[config.mk]
export PLATFORM = sky130hd
export DESIGN_NAME = xgriscv_lsu
export DESIGN_NICKNAME = d
export VERILOG_FILES = /design/src/rtl/xgriscv_lsu.sv
export SDC_FILE = /design/constraint.sdc
export NUM_CORES = 1
export LEC_CHECK = 0
export BUFFER_PORTS_ARGS = -buffer_cell sky130_fd_sc_hd__buf_2
export CAP_MARGIN = 0
export CORE_ASPECT_RATIO = 1.75
export CORE_UTILIZATION = 43
export CTS_CLUSTER_DIAMETER = 120
export DETAILED_ROUTE_END_ITERATION = 12
export PLACE_DENSITY = 0.75
export SLEW_MARGIN = 20
export SYNTH_ARGS = -nofsm -noshare
export SYNTH_HDL_FRONTEND = slang
export SYNTH_SLANG_ARGS = --single-unit
[constraint.sdc]
create_clock -name clk -period 2.3 [get_ports clk]
set_clock_uncertainty 0.2 [all_clocks]
set_input_delay 0.23 -clock clk [delete_from_list [all_inputs] [get_ports clk]]
set_output_delay 0.23 -clock clk [all_outputs]
set_load 0.01 [all_outputs]
[src/rtl/xgriscv_lsu.sv]
// xgriscv_lsu: MEM-stage load/store unit with req/gnt/rvalid data port, timeout and write-back record
module xgriscv_lsu #(
  parameter int XLEN    = 32,
  parameter int TIMEOUT = 255
) (
  input  logic            clk,
  input  logic            reset,
  input  logic            in_valid,
  output logic            in_ready,
  input  logic [XLEN-1:0] in_aluout,
  input  logic [XLEN-1:0] in_wdata,
  input  logic [2:0]      in_funct3,
  input  logic            in_memread,
  input  logic            in_memwrite,
  input  logic [4:0]      in_rd,
  input  logic            in_regwrite,
  output logic            dm_req,
  output logic            dm_we,
  output logic [XLEN-1:0] dm_addr,
  output logic [XLEN-1:0] dm_wdata,
  output logic [3:0]      dm_wstrb,
  input  logic            dm_gnt,
  input  logic            dm_rvalid,
  input  logic [XLEN-1:0] dm_rdata,
  output logic            out_valid,
  output logic [4:0]      out_rd,
  output logic            out_regwrite,
  output logic [XLEN-1:0] out_data,
  output logic            out_misalign,
  output logic            out_buserr
);
  typedef enum logic [1:0] {IDLE, REQ, WAIT} state_t;
  state_t state, state_n;
  logic [7:0]      cnt;
  logic [XLEN-1:0] addr, wdat, ldata;
  logic [2:0]      f3;
  logic [4:0]      rd;
  logic            rw, accept, is_mem, misal, done, tmo;
  logic [3:0]      strb;
  logic [7:0]      lb;
  logic [15:0]     lh;
  assign in_ready = state == IDLE;
  always_comb begin
    accept  = in_valid && in_ready;
    is_mem  = in_memread || in_memwrite;
    misal   = in_funct3[1:0] == 2'b00 ? 1'b0 : in_funct3[1:0] == 2'b01 ? in_aluout[0] : |in_aluout[1:0];
    strb    = in_funct3[1:0] == 2'b00 ? 4'b0001 << in_aluout[1:0] :
              in_funct3[1:0] == 2'b01 ? 4'b0011 << in_aluout[1:0] : 4'b1111;
    wdat    = in_funct3[1:0] == 2'b00 ? {(XLEN/8){in_wdata[7:0]}} :
              in_funct3[1:0] == 2'b01 ? {(XLEN/16){in_wdata[15:0]}} : in_wdata;
    lb      = dm_rdata[{addr[1:0], 3'b000} +: 8];
    lh      = addr[1] ? dm_rdata[31:16] : dm_rdata[15:0];
    ldata   = f3[1:0] == 2'b00 ? {{(XLEN-8){~f3[2] & lb[7]}}, lb} :
              f3[1:0] == 2'b01 ? {{(XLEN-16){~f3[2] & lh[15]}}, lh} : dm_rdata;
    // a load grant is not completion; only the response finishes a load
    done    = (state == REQ && dm_gnt && dm_we) || (state == WAIT && dm_rvalid);
    tmo     = state != IDLE && cnt == 8'(TIMEOUT - 1) && !done;
    state_n = state == IDLE ? (accept && is_mem && !misal ? REQ : IDLE) :
              (done || tmo) ? IDLE : (state == REQ && dm_gnt) ? WAIT : state;
  end
  always_ff @(posedge clk) begin
    if (reset) begin
      state        <= IDLE;
      cnt          <= '0;
      addr         <= '0;
      f3           <= '0;
      rd           <= '0;
      rw           <= 1'b0;
      dm_req       <= 1'b0;
      dm_we        <= 1'b0;
      dm_addr      <= '0;
      dm_wdata     <= '0;
      dm_wstrb     <= '0;
      out_valid    <= 1'b0;
      out_rd       <= '0;
      out_regwrite <= 1'b0;
      out_data     <= '0;
      out_misalign <= 1'b0;
      out_buserr   <= 1'b0;
    end else begin
      state     <= state_n;
      out_valid <= 1'b0;
      cnt       <= state == IDLE ? 8'd0 : cnt + 8'd1;
      if (accept) begin
        addr <= in_aluout;
        f3   <= in_funct3;
        rd   <= in_rd;
        rw   <= in_regwrite;
        if (!is_mem || misal) begin
          out_valid    <= 1'b1;
          out_rd       <= in_rd;
          out_regwrite <= in_regwrite && !is_mem;
          out_data     <= in_aluout;
          out_misalign <= is_mem;
          out_buserr   <= 1'b0;
        end else begin
          dm_req   <= 1'b1;
          dm_we    <= in_memwrite;
          dm_addr  <= {in_aluout[XLEN-1:2], 2'b00};
          dm_wdata <= wdat;
          dm_wstrb <= strb;
        end
      end
      if (state == REQ && (dm_gnt || tmo))
        dm_req <= 1'b0;
      if (done || tmo) begin
        out_valid    <= 1'b1;
        out_rd       <= rd;
        out_regwrite <= rw && !dm_we && !tmo;
        out_data     <= state == WAIT && dm_rvalid ? ldata : addr;
        out_misalign <= 1'b0;
        out_buserr   <= tmo;
      end
    end
  end
endmodule
==> summary.txt, run 1 <==
Status
  • Status: complete, no violations

STA
  • Slew Limit Fails: 0
  • Clock period minus final worst setup slack: about 2.3 ns
  • Final Hold Vio Count: 0
  • Final worst setup slack: ~0.05 ns
  • Setup TNS: 0 ns
  • Max Clock Freq: approximately 440 MHz
  • Fin crit share: between 90 and 100%
  • Worst slew pin tran: 0.5592 ns
  • Max-slew headroom: a little over three fifths
  • Endpoints failing setup: 0

Synth
  • Yosys reg bits: 160
  • Share of the synthesized area in the top cell type: approximately 44%
  • Syn Std Cell Area: about 7300 sq um
  • Syn Area/Cell: between 7 and 8 sq um
  • Yosys cell types: 52
  • Post-synth EDFFs: 0
  • Post-synthesis sequential area ratio: between 40% and 50%
  • Top_reg_cell synth: dfxtp_1
  • Synth top area cells: dfxtp_1, nand2_1, a21oi_1, nor2_1, mux2i_1
  • Warnings, synthesis: 0
  • Mapped Cells: around 900
  • Ys async rst share: 0%
  • Top cell type by total area after synthesis: dfxtp_1

Global route
  • All-layer global routing usage: between 20% and 30%
  • Largest net degree at the start of global routing: 60
  • Antenna violations before repair: 1
  • Vias in the first global route: 7790
  • Congestion Overflow GR: 0
  • Global-route wire length before repair: approximately 38 mm

Placed design
  • Final GP Congestion: between 0.8 and 0.9
  • DP HPWL: 16.61 mm
  • Placed inst area: around 8700 sq um
  • Number of port buffers: 221
  • Worst slack, placed: 0.06582 ns

Worst setup path
  • Critical path's top delay family: buffers and inverters
  • CP Launch Type: primary input
  • WP buf/inv: 5
  • Crit-path cells: dlygate4sd3_1 -> clkbuf_4 -> inv_1 -> ha_1 -> nor2b_1 -> buf_4 -> nor4_4 -> clkbuf_16 -> nor2_1 -> a211oi_1
  • Max FO, Critical Path: 30
  • Slowest cell on the critical path: dlygate4sd3_1
  • CP max stage delay: about 0.55 ns
  • Critical path class: in -> reg
  • CP endpoint kind: flip-flop
  • Critical Path RT: roughly 2.4 ns
  • CP Data Arrival Time: approximately 2.4 ns

Detailed routing
  • Remaining DRCs: 0
  • Final WL: about 25 mm
  • Drt wl/cell: 17.24 um
  • 1st-iter DRT viols: approximately 570
  • First-pass iteration count of the detailed router: 5
  • Vias: between 7000 and 8000
  • Final ANT Viol Nets: 0
  • Via density: about 5.5

Die
  • Row Count: 62
  • Die Height: 174.2 um
  • Core area: ~17000 sq um
  • Starting Density: around 44%
  • Die area: between 15000 and 20000 sq um
  • IO Count: 224
  • Chip width: between 100 and 150 um

Power and ir drop
  • Clock Power Share: around two fifths
  • Cell Pwr Density: 715.6 nW/um^2
  • Sw Share: a little over a quarter
  • Total Power: between 0.007 and 0.008 W
  • Maximum vdd drop: 0.4630 mV
  • Int Power: between 0.005 and 0.006 W
  • Switch Pwr: 0.001988 W
  • Seq pwr share: roughly two fifths
  • Pleak: around 4.3 nW
  • Comb pwr share: 18.2%

Job
  • Max-Cap Viols: 0

Finish
  • Share of layout cells above drive strength 1: 26.66%
  • Most common cell after layout, fill and taps aside: nand2_1
  • Fill count: ~1400
  • Design area: around 10000 sq um
  • Area delta synth->final: 39.43%
  • # nets final: 1315
  • Most frequent cells in the layout: nand2_1, buf_2, dfxtp_1

Clock tree
  • Reg clk slew, reported paths: 0.07 ns
  • Num CTS Buffers: 17
  • H-tree level count: 4
  • Worst skew pair latency: 0.43 ns
  • CTS Buffer Depth: 2
  • CTS tree: done
  • CTS root buf: clkbuf_16
  • Clock sink total: 160

Worst hold path
  • Worst Hold Class: in -> reg
## area by class of cell
type	count	area (sq um)	area share [%]
antenna	2	5.005	0.04927
clock buffer	21	460.4	4.533
clock inverter	9	133.9	1.318
inverter	13	48.80	0.4804
multi-input combinational	664	3756	36.97
sequential	160	3204	31.54
tap	224	280.3	2.759
timing repair buffer	341	2270	22.34
## sequential cells by signal, indices dropped and copies added, names as in the netlist
signal        count
addr             32
cnt               8
dm_addr          30
dm_req            1
dm_wdata         32
dm_we             1
dm_wstrb          4
f3                3
out_buserr        1
out_data         32
out_misalign      1
out_rd            5
out_regwrite      1
out_valid         1
rd                5
rw                1
state             2
## per-stage QoR
stage          instances  util, %  hold WS (ns)
3_3_place_gp        1322    52.71        0.2389
4_1_cts             1426    60.80      0.007393
3_5_place_dp        1322    52.71        0.2440
2_1_floorplan        914        -        0.1660
6_report            1434    61.48       0.02150
5_1_grt             1433    61.46       0.03469
## timing repair
item,in CTS,in global routing
pin swaps,0,2
gates resized for setup,1,17
buffers inserted,0,5
endpoints found under the hold margin,138,0
cloned,0,1
endpoints found under the setup margin,1,58
hold buffers,74,0
## kinds of logic (layout without fill, tap and decap cells)
family	after synthesis	in the layout	share of synthesized area [%]
AND/OR/NAND/NOR	363	363	20.68
AO/OA/AOI/OAI	261	261	23.58
flip-flops	160	160	43.96
buffers and inverters	90	384	5.495
multiplexers	27	27	4.602
adder cells (fa/ha/maj)	6	6	1.030
XOR/XNOR	5	5	0.6012
other	1	4	0.05147
## worst register-to-register path, delay by kind of cell, from the launching register on
family / cells / cell delay [ns]
AOI/OAI and AO/OA: 1 / 0.27
buffers and inverters: 1 / 0.28
DFF: 1 / 0.35
and+or+nand+nor: 3 / 0.91
## synthesized netlist by cell type, types with 7 or more instances
master	count
a211oi_1	7
a21oi_1	117
a22o_1	11
a22oi_1	26
a311oi_1	13
buf_2	11
buf_4	9
clkbuf_1	53
dfxtp_1	160
inv_1	13
mux2i_1	20
nand2_1	244
nand3_1	8
nor2_1	58
nor2b_1	8
nor3_1	20
o21ai_0	20
o221ai_1	20
o22ai_1	14
o31ai_1	8
## power groups by stage
stage                     clock network [W]  registers (W)  logic [W]
after floorplan                           0        0.00315   0.000627
after global placement                    0        0.00311    0.00115
after detailed placement                  0        0.00311    0.00117
after CTS                           0.00293        0.00305    0.00128
after global routing                0.00305        0.00307    0.00144
final                               0.00289        0.00306    0.00133
## final timing paths
| kind | from | endpoint | slack (ns) | cells past startpoint |
|---|---|---|---|---|
| worst min-delay path | in_memread | out_regwrite | 0.02 | 4 |
| worst min register to register | dm_addr[9] | dm_addr[9] | 0.25 | 2 |
| worst max register to register | state[1] | dm_wdata[16] | 0.19 | 5 |
| worst max-delay path | in_aluout[1] | dm_wdata[16] | 0.05 | 10 |
## routing by layer
layer	routed length, um	track usage [%]	up-vias	share of wire (%)
met2	12570	48.72	342	51
met1	9317	30.19	3717	38
li1	-	-	3781	-
met3	1453	5.750	85	5.9
met4	1376	18.06	0	5.6
met5	0	0	-	0
(Power assumes the default switching activity.)
==> inputs of run 2 (changes only) <==
--- a/config.mk
+++ b/config.mk
@@ -5,7 +5,7 @@
 export SDC_FILE = /design/constraint.sdc
 export NUM_CORES = 1
 export LEC_CHECK = 0
-export BUFFER_PORTS_ARGS = -buffer_cell sky130_fd_sc_hd__buf_2
+export BUFFER_PORTS_ARGS = -buffer_cell sky130_fd_sc_hd__buf_4
 export CAP_MARGIN = 0
 export CORE_ASPECT_RATIO = 1.75
 export CORE_UTILIZATION = 43
==> run 2 against run 1 <==
Sequential power barely moved. Wire length is 3.7% higher. Clock power down 5%. Fmax up 1.9%. Final area is 5.1% higher. Hold slack better by 0.0019 ns. Non-clock buffer count is the same. First-iteration DRC count decreased by 14%. Register-to-register slack got worse by 0.05 ns. Die area unchanged. Global-route usage rose by 0.88 points.
==> summary.txt, run 2 (synthesized netlist as in run 1, its figures left out) <==
Die
  • Die Height: about 170 um
  • IO Count: 224
  • Row Count: slightly above 60
  • Core area: ~17000 sq um
  • Chip width: between 100 and 150 um
  • Starting Density: between 40% and 50%
  • Die area: between 15000 and 20000 sq um

Detailed routing
  • Max layer used: met4
  • Remaining DRCs: 0
  • Metal2 WL: ~13 mm
  • 1st-iter DRT viols: 494
  • Final WL: about 26 mm
  • First-pass iteration count of the detailed router: 6
  • DRT met1 WL: 9.351 mm
  • Final ANT Viol Nets: 0
  • Drt wl/cell: 17.86 um
  • Vias: 8001
  • Via density: 5.576
  • Met3 routed WL: ~1.8 mm

Worst setup path
  • Crit path to: dm_wstrb[1]
  • WP buf/inv: 4
  • Crit. Startpoint: in_aluout[1]
  • CP Launch Type: primary input
  • CP Data Arrival Time: roughly 2.3 ns
  • Critical path's top delay family: buffers and inverters
  • FF-to-FF setup slack: about 0.14 ns
  • CP max stage delay: 0.56 ns
  • Capturing point of the worst reg2reg path: out_data[0]
  • R2r worst-path depth: 7
  • Slowest cell on the critical path: dlygate4sd3_1
  • Crit-path cells: dlygate4sd3_1 -> buf_4 -> inv_1 -> ha_1 -> nand2b_1 -> nand4_1 -> buf_4 -> nor3_1 -> nor3_1
  • CP endpoint kind: flip-flop
  • Max FO, Critical Path: 12
  • Worst r2r src: state[1]
  • Critical path class: in -> reg
  • Cell count along the critical path: 9
  • Critical Path RT: about 2.4 ns

Clock tree
  • Worst skew pair latency: between 0.4 and 0.5 ns
  • CTS Buffer Depth: 2
  • CTS root buf: clkbuf_16
  • Num CTS Buffers: 17
  • Reg clk slew, reported paths: 0.07 ns
  • CTS tree: done
  • Clock sink total: 160
  • H-tree level count: 4

STA
  • Endpoints failing setup: 0
  • Fin crit share: a little over nine tenths
  • Final Hold Vio Count: 0
  • RSZ-0062 raised after global routing: yes
  • Slew Limit Fails: 0
  • Hold slack: 0.02337 ns
  • Max Clock Freq: 452.9 MHz
  • Setup TNS: 0 ns
  • Clock period minus final worst setup slack: around 2.2 ns
  • Max-slew headroom: a little over half
  • Worst slew pin tran: ~0.69 ns

Power and ir drop
  • Pleak: roughly 4.4 nW
  • Total Power: about 0.0073 W
  • Cell Pwr Density: around 700 nW/um^2
  • Maximum vdd drop: 0.4739 mV

Finish
  • Most common cell after layout, fill and taps aside: buf_4
  • Largest regs: addr (32), dm_wdata (32), out_data (32)
  • # nets final: 1315
  • Share of layout cells above drive strength 1: a little over a quarter
  • Most frequent cells in the layout: buf_4, nand2_1, dfxtp_1
  • Design area: roughly 11000 sq um
  • Post-route insts no fill: 1435
  • Area delta synth->final: 46.54%

Placed design
  • Number of port buffers: approximately 220
  • Placed inst area: ~9300 sq um
  • Final GP Congestion: approximately 0.94
  • Placed instance count: ~1300
  • DP HPWL: about 17 mm

Global route
  • All-layer global routing usage: around 29%
  • Antenna violations before repair: 1
  • Vias in the first global route: around 7800
  • Congestion Overflow GR: 0
  • Global-route wire length before repair: 39.55 mm
  • Largest net degree at the start of global routing: 83

Job
  • Max-Cap Viols: 0

Worst hold path
  • Worst Hold Class: in -> reg

Status
  • Status: complete, no violations
## run 2: changes by cell type in the layout (fill, tap and decap cells not counted), moves of 2 or more
cell / delta
clkinvlp_4: +2
bufinv_16: -2
clkbuf_4: -2
inv_6: +3
buf_4: +219
buf_2: -218
## run 2: per-stage QoR
stage          util [%]  worst slack [ns]
2_1_floorplan         -            0.2225
3_3_place_gp      56.21            0.1025
3_5_place_dp      56.21           0.07686
4_1_cts           64.14           0.03705
5_1_grt           64.61          -0.04819
6_report          64.61           0.09177
## run 2: what timing repair did
item,4_1_cts,5_1_grt
hold buffers,74,0
setup buffers,0,2
setup endpoints to repair,0,24
resized for setup,0,11
endpoints found under the hold margin,137,0
## run 2: worst min-delay path by stage
stage                              from      endpoint  slack (ns)  cells after the start
final                      in_wdata[22]  dm_wdata[22]        0.02                      3
after global routing       in_wdata[22]  dm_wdata[22]        0.02                      3
after detailed placement        addr[9]       addr[9]        0.25                      2
after global placement         addr[25]      addr[25]        0.24                      2
after CTS                  in_wdata[22]  dm_wdata[22]       0.007                      3
after floorplan           in_aluout[10]      addr[10]        0.17                      2
## run 2: layout make-up
class,instances,area (sq um)
diodes,1,2.502
inverters,13,48.80
well taps,224,280.3
flip-flops and latches,160,3203
multi-input cells,664,3749
clock buffers,19,442.9
repair buffers,341,2824
fillers,1383,5847
clock inverters,13,126.4
## run 2: layer usage
metal	GRT usage, %	vias up
met1	31.69	3753
li1	-	3784
met2	50.63	381
met3	5.830	83
met5	0	-
met4	16.67	0
## run 2: worst min-delay path: stages
cell and delay (ns):
buf_4 0.08, mux2i_1 0.08, a211oi_2 0.20
## run 2: report_power, final
group | switching [W] | internal, W
Sequential | 0.000108 | 0.00295
Combinational | 0.000774 | 0.000691
Clock | 0.00121 | 0.00154
Total | 0.00209 | 0.00518
==> inputs of run 3 (changes only) <==
==> constraint.sdc (replaced) <==
create_clock -name clk -period 2.3 [get_ports clk]
set_clock_uncertainty 0.2 [all_clocks]
set_input_delay 0.46 -clock clk [delete_from_list [all_inputs] [get_ports clk]]
set_output_delay 0.46 -clock clk [all_outputs]
set_load 0.01 [all_outputs]
==> run 3 against run 2 <==
Sequential share of layout area rose by 2.0 points. Non-clock buffer count decreased by 69. Clock power up 7.3%. Combinational power shrank 9%. Sequential cell count unchanged. Sequential power about the same. Hold slack improved by 0.057 ns. Largest cell class unchanged. Global-route usage down 2.4 points. Die area unchanged. First-iteration DRC count decreased by 8.1%.
==> summary.txt, run 3 (synthesized netlist as in run 1, its figures left out) <==
STA
  • Max Clock Freq: between 400 and 500 MHz
  • Worst slew pin tran: roughly 0.58 ns
  • Clock period minus final worst setup slack: ~2.2 ns
  • RSZ-0062 raised after global routing: yes
  • Final Hold Vio Count: 0
  • Fin crit share: a little over nine tenths
  • Slew Limit Fails: 0
  • Endpoints failing setup: 0
  • Final worst setup slack: 0.08235 ns
  • Max-slew headroom: between 60% and 70%

Worst setup path
  • CP endpoint kind: flip-flop
  • CP max stage delay: around 0.45 ns
  • Slowest cell on the critical path: dfxtp_1
  • CP dominant cell by count: nand2_1
  • Max FO, Critical Path: 16
  • WP buf/inv: 1
  • Critical Path RT: between 2 and 2.5 ns
  • CP Data Arrival Time: about 2.4 ns
  • CP Launch Type: flip-flop
  • Critical path class: reg -> reg
  • Crit-path cells: nand2_1 -> or2_2 -> nand2_1 -> buf_4 -> o221ai_1 -> a21oi_1
  • Critical path's top delay family: simple AND/OR/NAND/NOR gates

Finish
  • Largest regs: addr (32), dm_wdata (32), out_data (32)
  • Final core occ: 60.53%
  • Most frequent cells in the layout: buf_4, nand2_1, dfxtp_1
  • Post-route insts no fill: approximately 1400
  • Area delta synth->final: 37.28%
  • # nets final: ~1200
  • Share of layout cells above drive strength 1: about 28%
  • Most common cell after layout, fill and taps aside: buf_4

Status
  • Status: complete, no violations

Global route
  • Vias in the first global route: about 7300
  • Largest net degree at the start of global routing: slightly above 100
  • Global-route wire length before repair: about 36 mm
  • Congestion Overflow GR: 0
  • All-layer global routing usage: between 20% and 30%
  • Antenna violations before repair: 1

Power and ir drop
  • Total Power: about 0.0073 W
  • Cell Pwr Density: approximately 730 nW/um^2
  • Maximum vdd drop: around 0.50 mV
  • Pleak: about 4.1 nW

Die
  • Die Height: between 150 and 200 um
  • Chip width: 100.4 um
  • Die area: around 17000 sq um
  • Starting Density: roughly 44%
  • Row Count: between 60 and 70
  • Core area: approximately 17000 sq um
  • IO Count: 224

Clock tree
  • Post-CTS resize count: 0
  • Num CTS Buffers: 17
  • Reg clk slew, reported paths: roughly 0.07 ns
  • H-tree level count: 4
  • CTS tree: done
  • Hold buffer count at CTS: 0
  • CTS root buf: clkbuf_16
  • Clock sink total: 160
  • Post-CTS setup buffers: 0
  • Worst skew pair latency: roughly 0.43 ns
  • CTS Buffer Depth: 2

Worst hold path
  • Worst Hold Class: in -> reg

Detailed routing
  • Drt wl/cell: 16.84 um
  • Via density: 5.498
  • Final ANT Viol Nets: 0
  • Final WL: 23.00 mm
  • 1st-iter DRT viols: roughly 450
  • Remaining DRCs: 0
  • Vias: between 7000 and 8000
  • First-pass iteration count of the detailed router: 5

Placed design
  • DP HPWL: about 17 mm
  • Placed instance count: ~1300
  • Worst slack, placed: -0.02684 ns
  • Final GP Congestion: 0.9013
  • Number of port buffers: 221

Job
  • Max-Cap Viols: 0
[run 3: layout make-up]
| cell class | instances | area (sq um) |
|---|---|---|
| Timing Repair Buffer | 272 | 2130 |
| Inverter | 13 | 48.80 |
| Tap cell | 224 | 280.3 |
| Fill cell | 1492 | 6521 |
| Clock inverter | 12 | 160.2 |
| Multi-Input combinational cell | 664 | 3721 |
| Sequential cell | 160 | 3203 |
| Antenna cell | 1 | 2.502 |
| Clock buffer | 20 | 456.7 |
[run 3: path summary, 6_finish.rpt]
path	startpoint	end	slack (ns)	cells after the start
max	state[1]	out_data[22]	0.08	6
min	in_aluout[9]	out_data[9]	0.08	3
max reg2reg	state[1]	out_data[22]	0.08	6
min reg2reg	dm_wdata[7]	dm_wdata[7]	0.25	2
[run 3: routing by layer]
metal  GRT usage (%)  part of all wire, %
met1           28.10                   37
met2           46.92                   52
met3           7.117                  6.8
met4           14.07                  4.5
met5               0                    0
[run 3: report_power, final]
group	total, W	switching, W	leakage [nW]	internal [W]
Sequential	0.00306	0.000106	1.31	0.00295
Clock	0.00295	0.00118	0.300	0.00177
Combinational	0.00133	0.000716	2.50	0.000615
[run 3: stage by stage]
stage,hold slack [ns],cell area (sq um),setup TNS (ns)
after detailed placement,0.2466,9380,-0.07230
after global routing,0.07866,10000,-0.1309
final,0.08007,10000,0
after global placement,0.2416,9380,0
after CTS,0.06746,9997,0
after floorplan,0.2364,7289,0
[run 3: worst min-delay path: cells and delay by family]
kind                   cells  cell delay, ns
AO/OA/AOI/OAI              2            0.13
buffers and inverters      1            0.09
